--- src/rtl/cfu_mac_sequencer.sv ---
// Dot-product sequencer for a CFU MAC: streams weights against a recirculating activation buffer
// and accumulates the MAC result, with a stall timeout that ends the run with an error flag.
module cfu_mac_sequencer #(
   parameter int unsigned LEN_W   = 9,
   parameter int unsigned TIMEOUT = 255
) (
   input  logic             clk,
   input  logic             reset,
   input  logic             start,
   input  logic [LEN_W-1:0] length,
   input  logic             abort,
   input  logic             weight_valid,
   output logic             weight_ready,
   input  logic [31:0]      weight_data,
   input  logic             buf_read_valid,
   input  logic [31:0]      buf_read_data,
   output logic             buf_read_en,
   output logic             buf_write_en,
   output logic [31:0]      buf_write_data,
   output logic [31:0]      mac_a,
   output logic [31:0]      mac_b,
   input  logic [31:0]      mac_sum,
   output logic             busy,
   output logic             done,
   output logic             error,
   output logic [31:0]      result
);

   localparam int unsigned STALL_W = (TIMEOUT < 2) ? 1 : $clog2(TIMEOUT + 1);
   localparam logic [STALL_W-1:0] STALL_MAX = STALL_W'(TIMEOUT);

   typedef enum logic [1:0] {
      StIdle,
      StRun,
      StDone
   } state_e;

   state_e             r_state,     w_state_d;
   logic [31:0]        r_acc,       w_acc_d;
   logic [LEN_W-1:0]   r_remaining, w_remaining_d;
   logic [STALL_W-1:0] r_stall_cnt, w_stall_d;
   logic               r_error,     w_error_d;
   logic               w_step;

   // Strobes are suppressed by abort and reset so nothing is consumed in a cycle being discarded.
   assign w_step = (r_state == StRun) & weight_valid & buf_read_valid & ~abort & ~reset;

   assign weight_ready   = w_step;
   assign buf_read_en    = w_step;
   assign buf_write_en   = w_step;
   assign buf_write_data = buf_read_data;
   assign mac_a          = weight_data;
   assign mac_b          = buf_read_data;
   assign busy           = (r_state != StIdle);
   assign done           = (r_state == StDone);
   assign error          = r_error;
   assign result         = r_acc;

   always_comb begin
      w_state_d     = r_state;
      w_acc_d       = r_acc;
      w_remaining_d = r_remaining;
      w_stall_d     = r_stall_cnt;
      w_error_d     = r_error;
      if (abort) begin
         w_state_d = StIdle;
      end else begin
         case (r_state)
            StIdle: begin
               if (start) begin
                  w_acc_d   = '0;
                  w_error_d = 1'b0;
                  if (length != '0) begin
                     w_remaining_d = length;
                     w_stall_d     = '0;
                     w_state_d     = StRun;
                  end else begin
                     w_state_d = StDone;
                  end
               end
            end
            StRun: begin
               if (w_step) begin
                  w_acc_d       = r_acc + mac_sum;
                  w_remaining_d = r_remaining - LEN_W'(1);
                  w_stall_d     = '0;
                  if (r_remaining == LEN_W'(1)) begin
                     w_state_d = StDone;
                  end
               end else begin
                  w_stall_d = r_stall_cnt + STALL_W'(1);
                  if (w_stall_d == STALL_MAX) begin
                     w_state_d = StDone;
                     w_error_d = 1'b1;
                  end
               end
            end
            StDone: begin
               w_state_d = StIdle;
            end
            default: begin
               w_state_d = StIdle;
            end
         endcase
      end
   end

   always_ff @(posedge clk) begin
      if (reset) begin
         r_state     <= StIdle;
         r_acc       <= '0;
         r_remaining <= '0;
         r_stall_cnt <= '0;
         r_error     <= 1'b0;
      end else begin
         r_state     <= w_state_d;
         r_acc       <= w_acc_d;
         r_remaining <= w_remaining_d;
         r_stall_cnt <= w_stall_d;
         r_error     <= w_error_d;
      end
   end

endmodule

--- config.mk ---
export PLATFORM = sky130hd
export DESIGN_NAME = cfu_mac_sequencer
export DESIGN_NICKNAME = d
export VERILOG_FILES = /design/src/rtl/cfu_mac_sequencer.sv
export SDC_FILE = /design/constraint.sdc
export NUM_CORES = 1
export LEC_CHECK = 0
export CORE_AREA = 2 2 110 112
export CTS_CLUSTER_DIAMETER = 30
export CTS_CLUSTER_SIZE = 30
export DETAILED_ROUTE_END_ITERATION = 10
export DIE_AREA = 0 0 112 114
export GPL_TIMING_DRIVEN = 0
export PLACE_DENSITY = 0.83
export SLEW_MARGIN = 20
export SYNTH_ARGS = -nofsm -noshare
export SYNTH_HDL_FRONTEND = slang
export SYNTH_SLANG_ARGS = --single-unit
--- constraint.sdc ---
create_clock -name clk -period 3.47 [get_ports clk]
set_input_delay 0.8675 -clock clk [delete_from_list [all_inputs] [get_ports clk]]
set_output_delay 0.8675 -clock clk [all_outputs]
set_load 0.02 [all_outputs]
# Yosys cells after proc, flatten, opt, wreduce, memory -nomap -nowiden
# Cells that the tools add are included.
# classes
bitwise,6
div,0
magnitude_cmp,0
n_shift,0
n_mul,0
n_reduce_logical,10
mux,21
n_eq_ne,11
add_sub_neg,3
# op_table
operator,n
32-bit two-way mux,2
32-bit case mux with 2 select lines,1
32-bit adder,1
9-bit two-way mux,3
8-bit two-way mux,3
9-bit case mux with 2 select lines,1
8-bit case mux with 2 select lines,1
2-bit two-way mux,5
5-bit AND reduction,2
9-bit by 1-bit equality test with 1-bit output (second input constant),1
9-bit nonzero test,1
9-bit by 1-bit subtractor with 9-bit output (second input constant),1
8-bit by 1-bit adder with 8-bit output (second input constant),1
8-bit equality test (second input constant),1
2-bit != test (second input constant),4
4-bit AND reduction,2
3-bit by 2-bit != test with 1-bit output (second input constant),2
1-bit bitwise AND,4
2-bit case mux with 2 select lines,1
2-bit nonzero test,2
1-bit two-way mux,3
3-bit AND reduction,1
2-bit by 1-bit equality test with 1-bit output (second input constant),1
2-bit equality test (second input constant),1
5 further kinds,6
# word_totals
ff_bits,52
mem_bits_rw,0
romBits,0
in_bits,111
output_inout_bits,134
memories,0
elab_cells,56
latch_bits,0

# Depth between registers and ports, before layout
# Gate-level depths: netlist (run 1).
# depth
word_depth,7
mapped_depth,11
mapped_depth_nobuf,11

# Least setup slack after synthesis (run 1)
# OpenSTA, ideal clock, no wires.
# synth_timing
kind,in2out
from,input reset
to,output buf_write_en
path_buffers,3
arrival_ns,2.166
stages,6
setup_slack_ns,0.436
t_required_ns,2.602
cell_sequence,clkbuf_1 nor3_1 nand3_2 inv_2 clkbuf_1 buf_4
# synth_between
elab_chain_cells,2
# synth_lines
item,line,rtl
from (decl),8,"input logic reset,"
1-bit inverter,46,assign w_step = (r_state == StRun) & weight_valid & buf_read_valid & ~abort & ~reset;
1-bit bitwise AND,46,
to (decl),18,"output logic buf_write_en,"
# No other way between the ends.

# Final worst setup path (run 1)
# layout_timing
from,input mac_sum[0]
to,register r_acc[30] (netlist: result[30])
# layout_between
elab_chain_cells,3
# layout_lines
item,line,rtl
from (decl),22,"input logic [31:0] mac_sum,"
32-bit adder,84,w_acc_d = r_acc + mac_sum;
32-bit two-way mux,83,if (w_step) begin
32-bit case mux with 2 select lines,68,case (r_state)
to (signal assigned),117,r_acc <= w_acc_d;
to (decl),39,"logic [31:0] r_acc, w_acc_d;"
# No other way between the ends. The select of a mux whose other input is x is not followed.
# A chain may end at the register's enable or synchronous reset.

==> summary.md, run 1 <==
| Metric | Value |
|---|---|
| Clock Power Share | `30.7%` |
| Max Clock Skew | `9.50 ps` |
| TritonCTS Sinks | `52` |
| Yosys reg bits | `52` |
| Area contributors post-synth | `dfxtp_1 23%, buf_4 16%, ha_1 9.6%` |
| Max incr delay on CP | `490 ps` |
| Synth top area share | `22.9%` |
| Fin crit period | `3290 ps` |
| CTS tree | `built` |
| DRT Pass-1 Iters | `5` |
| Longest Clk Path Bufs | `2` |
| Ports | `245` |
| Max-Cap Viols | `0` |
| Final Cell Area | `6700 um2` |
| Standard-cell rows | `40` |
| Synth area leader | `dfxtp_1` |
| Initial DRC Count | `186` |
| Die area | `12800 um2` |
| Syn_area_per_cell | `7.68 um2` |
| Crit-path cells | `clkdlybuf4s50_1 > ha_1 > inv_1 > fa_1 > nor2b_1 > o2111ai_1 > a21oi_1 > o211ai_2 > nand2_1 > o21ai_0 > xor2_1 > o21ai_0` |
| Detail-routed via count per cell | `5.01` |
| Number of enable flip-flop cells after synthesis | `0` |
| Critical Path Fanout Max | `4` |
| Tightest Pin Transition | `826 ps` |
| Crit path buffers/inverters | `2` |
| Portion of netlist area occupied by mux cells | `0%` |
| Endpoints failing hold | `0` |
| Distinct cells, synth | `57` |
| Area added between synthesis and finish | `47.4%` |
| Status | `completed` |
| Internal power | `1170 uW` |
| Synth Area in Compound Gates | `22.6%` |
| Drt total wl | `12000 um` |
| Synth Cell Area | `4550 um2` |
| Gate power share | `32.0%` |
| Final net count | `925` |
| CTS root buffer | `clkbuf_16` |
| Adder-Cell Fraction of Synth Area | `10.1%` |
| Area after DPL | `6520 um2` |
| Layout cells sized above 1 | `16.4%` |
| Resized Gates After CTS | `7` |
| H-tree levels | `2` |
| Die width | `112 um` |
| Ant. Diodes | `0` |
| Wirelength per Cell | `12.9 um` |
| Cts hold-fix bufs | `0` |
| Pwr Density | `250 nW/um2` |
| Sequential Power Share | `37.3%` |
| Peak supply drop | `0.000198 V` |
| Post-synth top cells | `99 x buf_4, 53 x nand2_1, 52 x a21oi_1, 52 x dfxtp_1, 50 x nor2_1` |
| # DRC | `0` |
| Largest net degree at the start of global routing | `19` |
| Post-Synth XOR/XNOR Area | `7.13%` |
| Count leader, synth | `buf_4` |
| Total gr overflow | `0` |
| CP max-delay cell | `clkdlybuf4s50_1` |
| Vias in the first global route | `4323` |
| WS Path Type | `input port to flop` |
| Final Wtd Congestion | `0.902` |
| Critical path startpoint category | `input port` |
| Maximum clock rate | `304 MHz` |
| Clock Latency Late Sink | `290 ps` |
| Antenna violations before repair | `0` |
| CP endpoint kind | `flop` |
| Synth Area in Simple Gates | `18.3%` |
| Setup TNS | `0 ps` |
| YS warnings | `0` |
| Vias | `4636` |
| Post-route ant nets | `0` |
| Seq/Total Area, Yosys | `22.9%` |
| Min-delay worst type | `flop to flop` |
| Post-CTS setup buffers | `0` |
| Final setup fails | `0` |
| Cells after Synth | `592` |
| Clock transition at the registers of the reported paths | `80 ps` |
| Psw | `503 uW` |
| Post-Syn Nets | `739` |
| WP data required | `3690 ps` |
| CP top delay family | `compound AO/OA/AOI/OAI gates` |
| RSZ-0062 raised after global routing | `false` |
| Switching fraction of total power | `30.1%` |
| First-pass GRT wire length | `19400 um` |
| Async SR Flop Fraction | `0%` |
| Slew Limit Fails | `0` |
| Combinational family with the most area after synthesis | `compound AO/OA/AOI/OAI gates` |
| Rel. slew slack | `44.5%` |
| Core area | `11700 um2` |
| Leakage power | `0.00286 uW` |
| Hpwl dp | `9690 um` |
| Global Route Usage Sum | `17.8%` |
| CTS buffer count | `5` |
| Die Y | `114 um` |
| Starting Density | `38.8%` |
| Period Utilization, post-route | `94.9%` |
| Top FF cell, synth | `dfxtp_1` |
| Crit path DAT | `3510 ps` |
| Crit path top cell by count | `o21ai_0` |
| Total Power | `1670 uW` |
| I/O Buffers | `179` |
power groups by stage:
stage / Sequential (uW) / Combinational (uW) / Clock, uW
after global routing: 626 / 574 / 556
after detailed placement: 637 / 532 / 0
final: 624 / 535 / 514
after global placement: 637 / 526 / 0
after floorplan: 637 / 318 / 0
after CTS: 623 / 536 / 527
final timing paths:
| kind | from | cells past startpoint | slack [ps] | to |
|---|---|---|---|---|
| hold / removal | error | 2 | 470 | error |
| setup reg to reg | result[0] | 11 | 860 | result[30] |
| hold reg to reg | error | 2 | 470 | error |
| setup / recovery | mac_sum[0] | 12 | 180 | result[30] |
cells by family (layout without fill, tap and decap cells):
family                   count (synthesis)  count (layout)
flip-flops                              52              52
AO/OA/AOI/OAI                          165             165
buffers and inverters                  127             314
AND/OR/NAND/NOR                        175             175
adder cells (fa/ha/maj)                 36              36
XOR/XNOR                                37              37
metal layers:
metal / GRT usage (%) / vias up / wire length (um) / share of wire, %
met5: 0 / - / 0 / 0
met4: 3.09 / 0 / 127 / 1.1
met3: 2.82 / 11 / 676 / 5.6
met2: 32.4 / 155 / 6060 / 51
met1: 22.7 / 2089 / 5120 / 43
li1: - / 2381 / - / -
registers in the layout, summed over array words and instances, names as in the netlist:
signal	count
r_state	2
error	1
result	32
r_stall_cnt	8
r_remaining	9
tightest hold or removal path: cells and delay by family, from the launching register on:
| kind | cells | cell delay [ps] |
|---|---|---|
| AO/OA/AOI/OAI | 2 | 110 |
| flip-flops | 1 | 320 |
per-stage QoR:
stage / hold slack (ps) / cells / worst slack [ps] / util [%]
after global placement: 459 / 918 / -773 / 55.7
after floorplan: 479 / 592 / 436 / -
after global routing: 482 / 926 / 24.1 / 57.2
final: 472 / 926 / 177 / 57.2
after CTS: 470 / 926 / 173 / 57.2
after detailed placement: 455 / 918 / -810 / 55.7
final cells by class:
type                    count  area, um2
repair inverters            1       6.26
fillers                  1101       5010
clock inverters             3       26.3
plain buffers             114        816
repair buffers            179       1790
inverters                  12       52.6
well taps                 147        184
multi-input cells         413       2660
clock buffers               5        125
flip-flops and latches     52       1040
placed cells by master, fill, tap and decap left out, types with 5 or more instances in the layout:
cell,count
nand3_1,10
xnor2_1,16
clkdlybuf4s50_1,178
xor2_1,21
nor4_1,6
a22oi_1,12
ha_1,35
nand2_1,53
nor2b_1,9
and3_1,6
buf_4,99
clkbuf_16,5
dfxtp_1,52
nand4_1,9
nor3_1,13
a21o_1,13
buf_2,5
inv_1,11
nor2_1,50
a21oi_1,52
clkbuf_1,7
a211oi_1,9
o21ai_0,40
No activity file was read; power rests on OpenSTA's default activity.
==> run 2, diff against run 1 <==
--- a/config.mk
+++ b/config.mk
@@ -12,6 +12,7 @@
 export DIE_AREA = 0 0 112 114
 export GPL_TIMING_DRIVEN = 0
 export PLACE_DENSITY = 0.83
+export REMOVE_ABC_BUFFERS = 1
 export SLEW_MARGIN = 20
 export SYNTH_ARGS = -nofsm -noshare
 export SYNTH_HDL_FRONTEND = slang
==> run 2 against run 1 <==
Utilization decreased by 15 points; critical path type is now input port to output pin; largest power group unchanged; final cell count decreased by 22%; worst hold slack improved by 9.3 ps; fmax increased by 0.65%; first-iteration DRC count rose by 34%; clock-buffer cell count grew 1.
==> summary.md, run 2 (same netlist as run 1, synthesis figures left out) <==
| Metric | Value |
|---|---|
| I/O Buffers | `84` |
| CTS tree | `built` |
| Max-Cap Viols | `0` |
| Commonest cells after routing, fill and taps aside | `80 x clkdlybuf4s50_1, 53 x nand2_1, 52 x dfxtp_1` |
| Starting Density | `38.8%` |
| Post-route ant nets | `0` |
| Tightest Pin Transition | `838 ps` |
| Core area | `11700 um2` |
| Endpoints failing hold | `0` |
| Total gr overflow | `0` |
| H-tree levels | `2` |
| Longest Clk Path Bufs | `2` |
| Global Route Usage Sum | `27.7%` |
| Max Clock Skew | `6.66 ps` |
| WP data required | `2600 ps` |
| WS Path Type | `input port to output pin` |
| First-pass GRT wire length | `26300 um` |
| Area after DPL | `4750 um2` |
| Slew Limit Fails | `0` |
| Critical Path Fanout Max | `20` |
| Crit path buffers/inverters | `3` |
| Vias in the first global route | `3947` |
| Period Utilization, post-route | `94.3%` |
| CP top delay family | `buffers and inverters` |
| DRT Pass-1 Iters | `5` |
| Setup TNS | `0 ps` |
| CP endpoint kind | `output pin` |
| # DRC | `0` |
| Final setup fails | `0` |
| Die width | `112 um` |
| TritonCTS Sinks | `52` |
| Status | `completed` |
| CP max-delay cell | `clkdlybuf4s50_1` |
| Fin crit period | `3270 ps` |
| Crit-path cells | `clkdlybuf4s50_1 > nor3_4 > nand3_4 > inv_6 > dlygate4sd2_1` |
| Most common cell after layout, fill and taps aside | `clkdlybuf4s50_1` |
| Area added between synthesis and finish | `9.41%` |
| Rel. slew slack | `43.7%` |
| CTS buffer count | `5` |
| Antenna violations before repair | `0` |
| Max reg flops | `32` |
| Final Wtd Congestion | `0.971` |
| Die area | `12800 um2` |
| Detail-routed via count per cell | `5.79` |
| Min-delay worst type | `flop to flop` |
| Initial DRC Count | `249` |
| Ant. Diodes | `0` |
| Max incr delay on CP | `570 ps` |
| Peak supply drop | `0.000211 V` |
| Clock Latency Late Sink | `290 ps` |
| Total Power | `1450 uW` |
| Die Y | `114 um` |
| Ports | `245` |
| Cts hold-fix bufs | `0` |
| Clock transition at the registers of the reported paths | `70 ps` |
| Crit path DAT | `2400 ps` |
| Largest net degree at the start of global routing | `28` |
| RSZ-0062 raised after global routing | `false` |
| Critical path startpoint category | `input port` |
| Layout cells sized above 1 | `4.72%` |
| Standard-cell rows | `40` |
| Hpwl dp | `14300 um` |
| Leakage power | `0.00200 uW` |
| Vias | `4165` |
| Maximum clock rate | `306 MHz` |
| Drt total wl | `17900 um` |
| Wirelength per Cell | `24.9 um` |
| Pwr Density | `291 nW/um2` |
| Final net count | `718` |
| CTS root buffer | `clkbuf_16` |
| Final Cell Area | `4970 um2` |
## run 2: cell types whose count changed in the layout (fill, tap and decap cells not counted), moves of 2 or more
cell / before / now
buf_2: 5 / 1
buf_4: 99 / 2
dlygate4sd2_1: 1 / 3
clkbuf_1: 7 / 1
clkinv_4: 2 / 0
clkdlybuf4s50_1: 178 / 80
clkbuf_2: 2 / 0
## run 2: layout make-up
cell class | count | area [um2]
multi-input cells | 414 | 2690
inverters | 12 | 50.0
fillers | 1172 | 6740
well taps | 147 | 184
clock inverters | 2 | 35.0
repair buffers | 86 | 847
flip-flops and latches | 52 | 1040
clock buffers | 6 | 129
## run 2: worst reg2reg max path, cell delays in order (launching register included)
cell      delay, ps
dfxtp_1         450
nand2b_1        580
nor3_4          120
nand3_4         130
inv_6           110
o21ai_2         560
nor2b_4         580
a21oi_1          90
o22ai_1         130
## run 2: routing by layer
metal | wire length, um | global-route usage, %
met1 | 6700 | 29.9
met2 | 7020 | 39.9
met4 | 789 | 10.7
met3 | 3250 | 21.1
met5 | 141 | 11.8
## run 2: worst paths after layout
path,startpoint,end,slack (ps),cells after the start
max,abort,weight_ready,200,5
min,result[26],result[26],480,2
max reg2reg,r_state[1],result[31],630,8
min reg2reg,result[26],result[26],480,2
## run 2: metrics by stage
stage | std cells | worst slack (ps) | utilization, % | hold WS (ps)
after detailed placement | 708 | -1680 | 40.6 | 469
after CTS | 719 | 46.9 | 42.4 | 488
after floorplan | 477 | 427 | - | 479
after global placement | 708 | -2060 | 40.6 | 456
final | 719 | 198 | 42.5 | 482
after global routing | 719 | 26.1 | 42.5 | 512
## run 2: power by group
group	leakage [uW]	internal (uW)	switching, uW
logic	0.00150	121	143
clock network	0.0000808	340	222
registers	0.000421	610	14.7
## run 2: timing repair
item,in CTS,in global routing
gates resized for setup,14,3
pin swaps,2,0
setup endpoints to repair,54,26
gates cloned,1,0
buffers inserted,2,0
==> run 3, diff against run 2 <==
--- a/config.mk
+++ b/config.mk
@@ -13,7 +13,7 @@
 export GPL_TIMING_DRIVEN = 0
 export PLACE_DENSITY = 0.83
 export REMOVE_ABC_BUFFERS = 1
-export SLEW_MARGIN = 20
+export SLEW_MARGIN = 15
 export SYNTH_ARGS = -nofsm -noshare
 export SYNTH_HDL_FRONTEND = slang
 export SYNTH_SLANG_ARGS = --single-unit
==> results of run 3 <==
No change in the layout: final DEF, timing and power equal those of run 2.
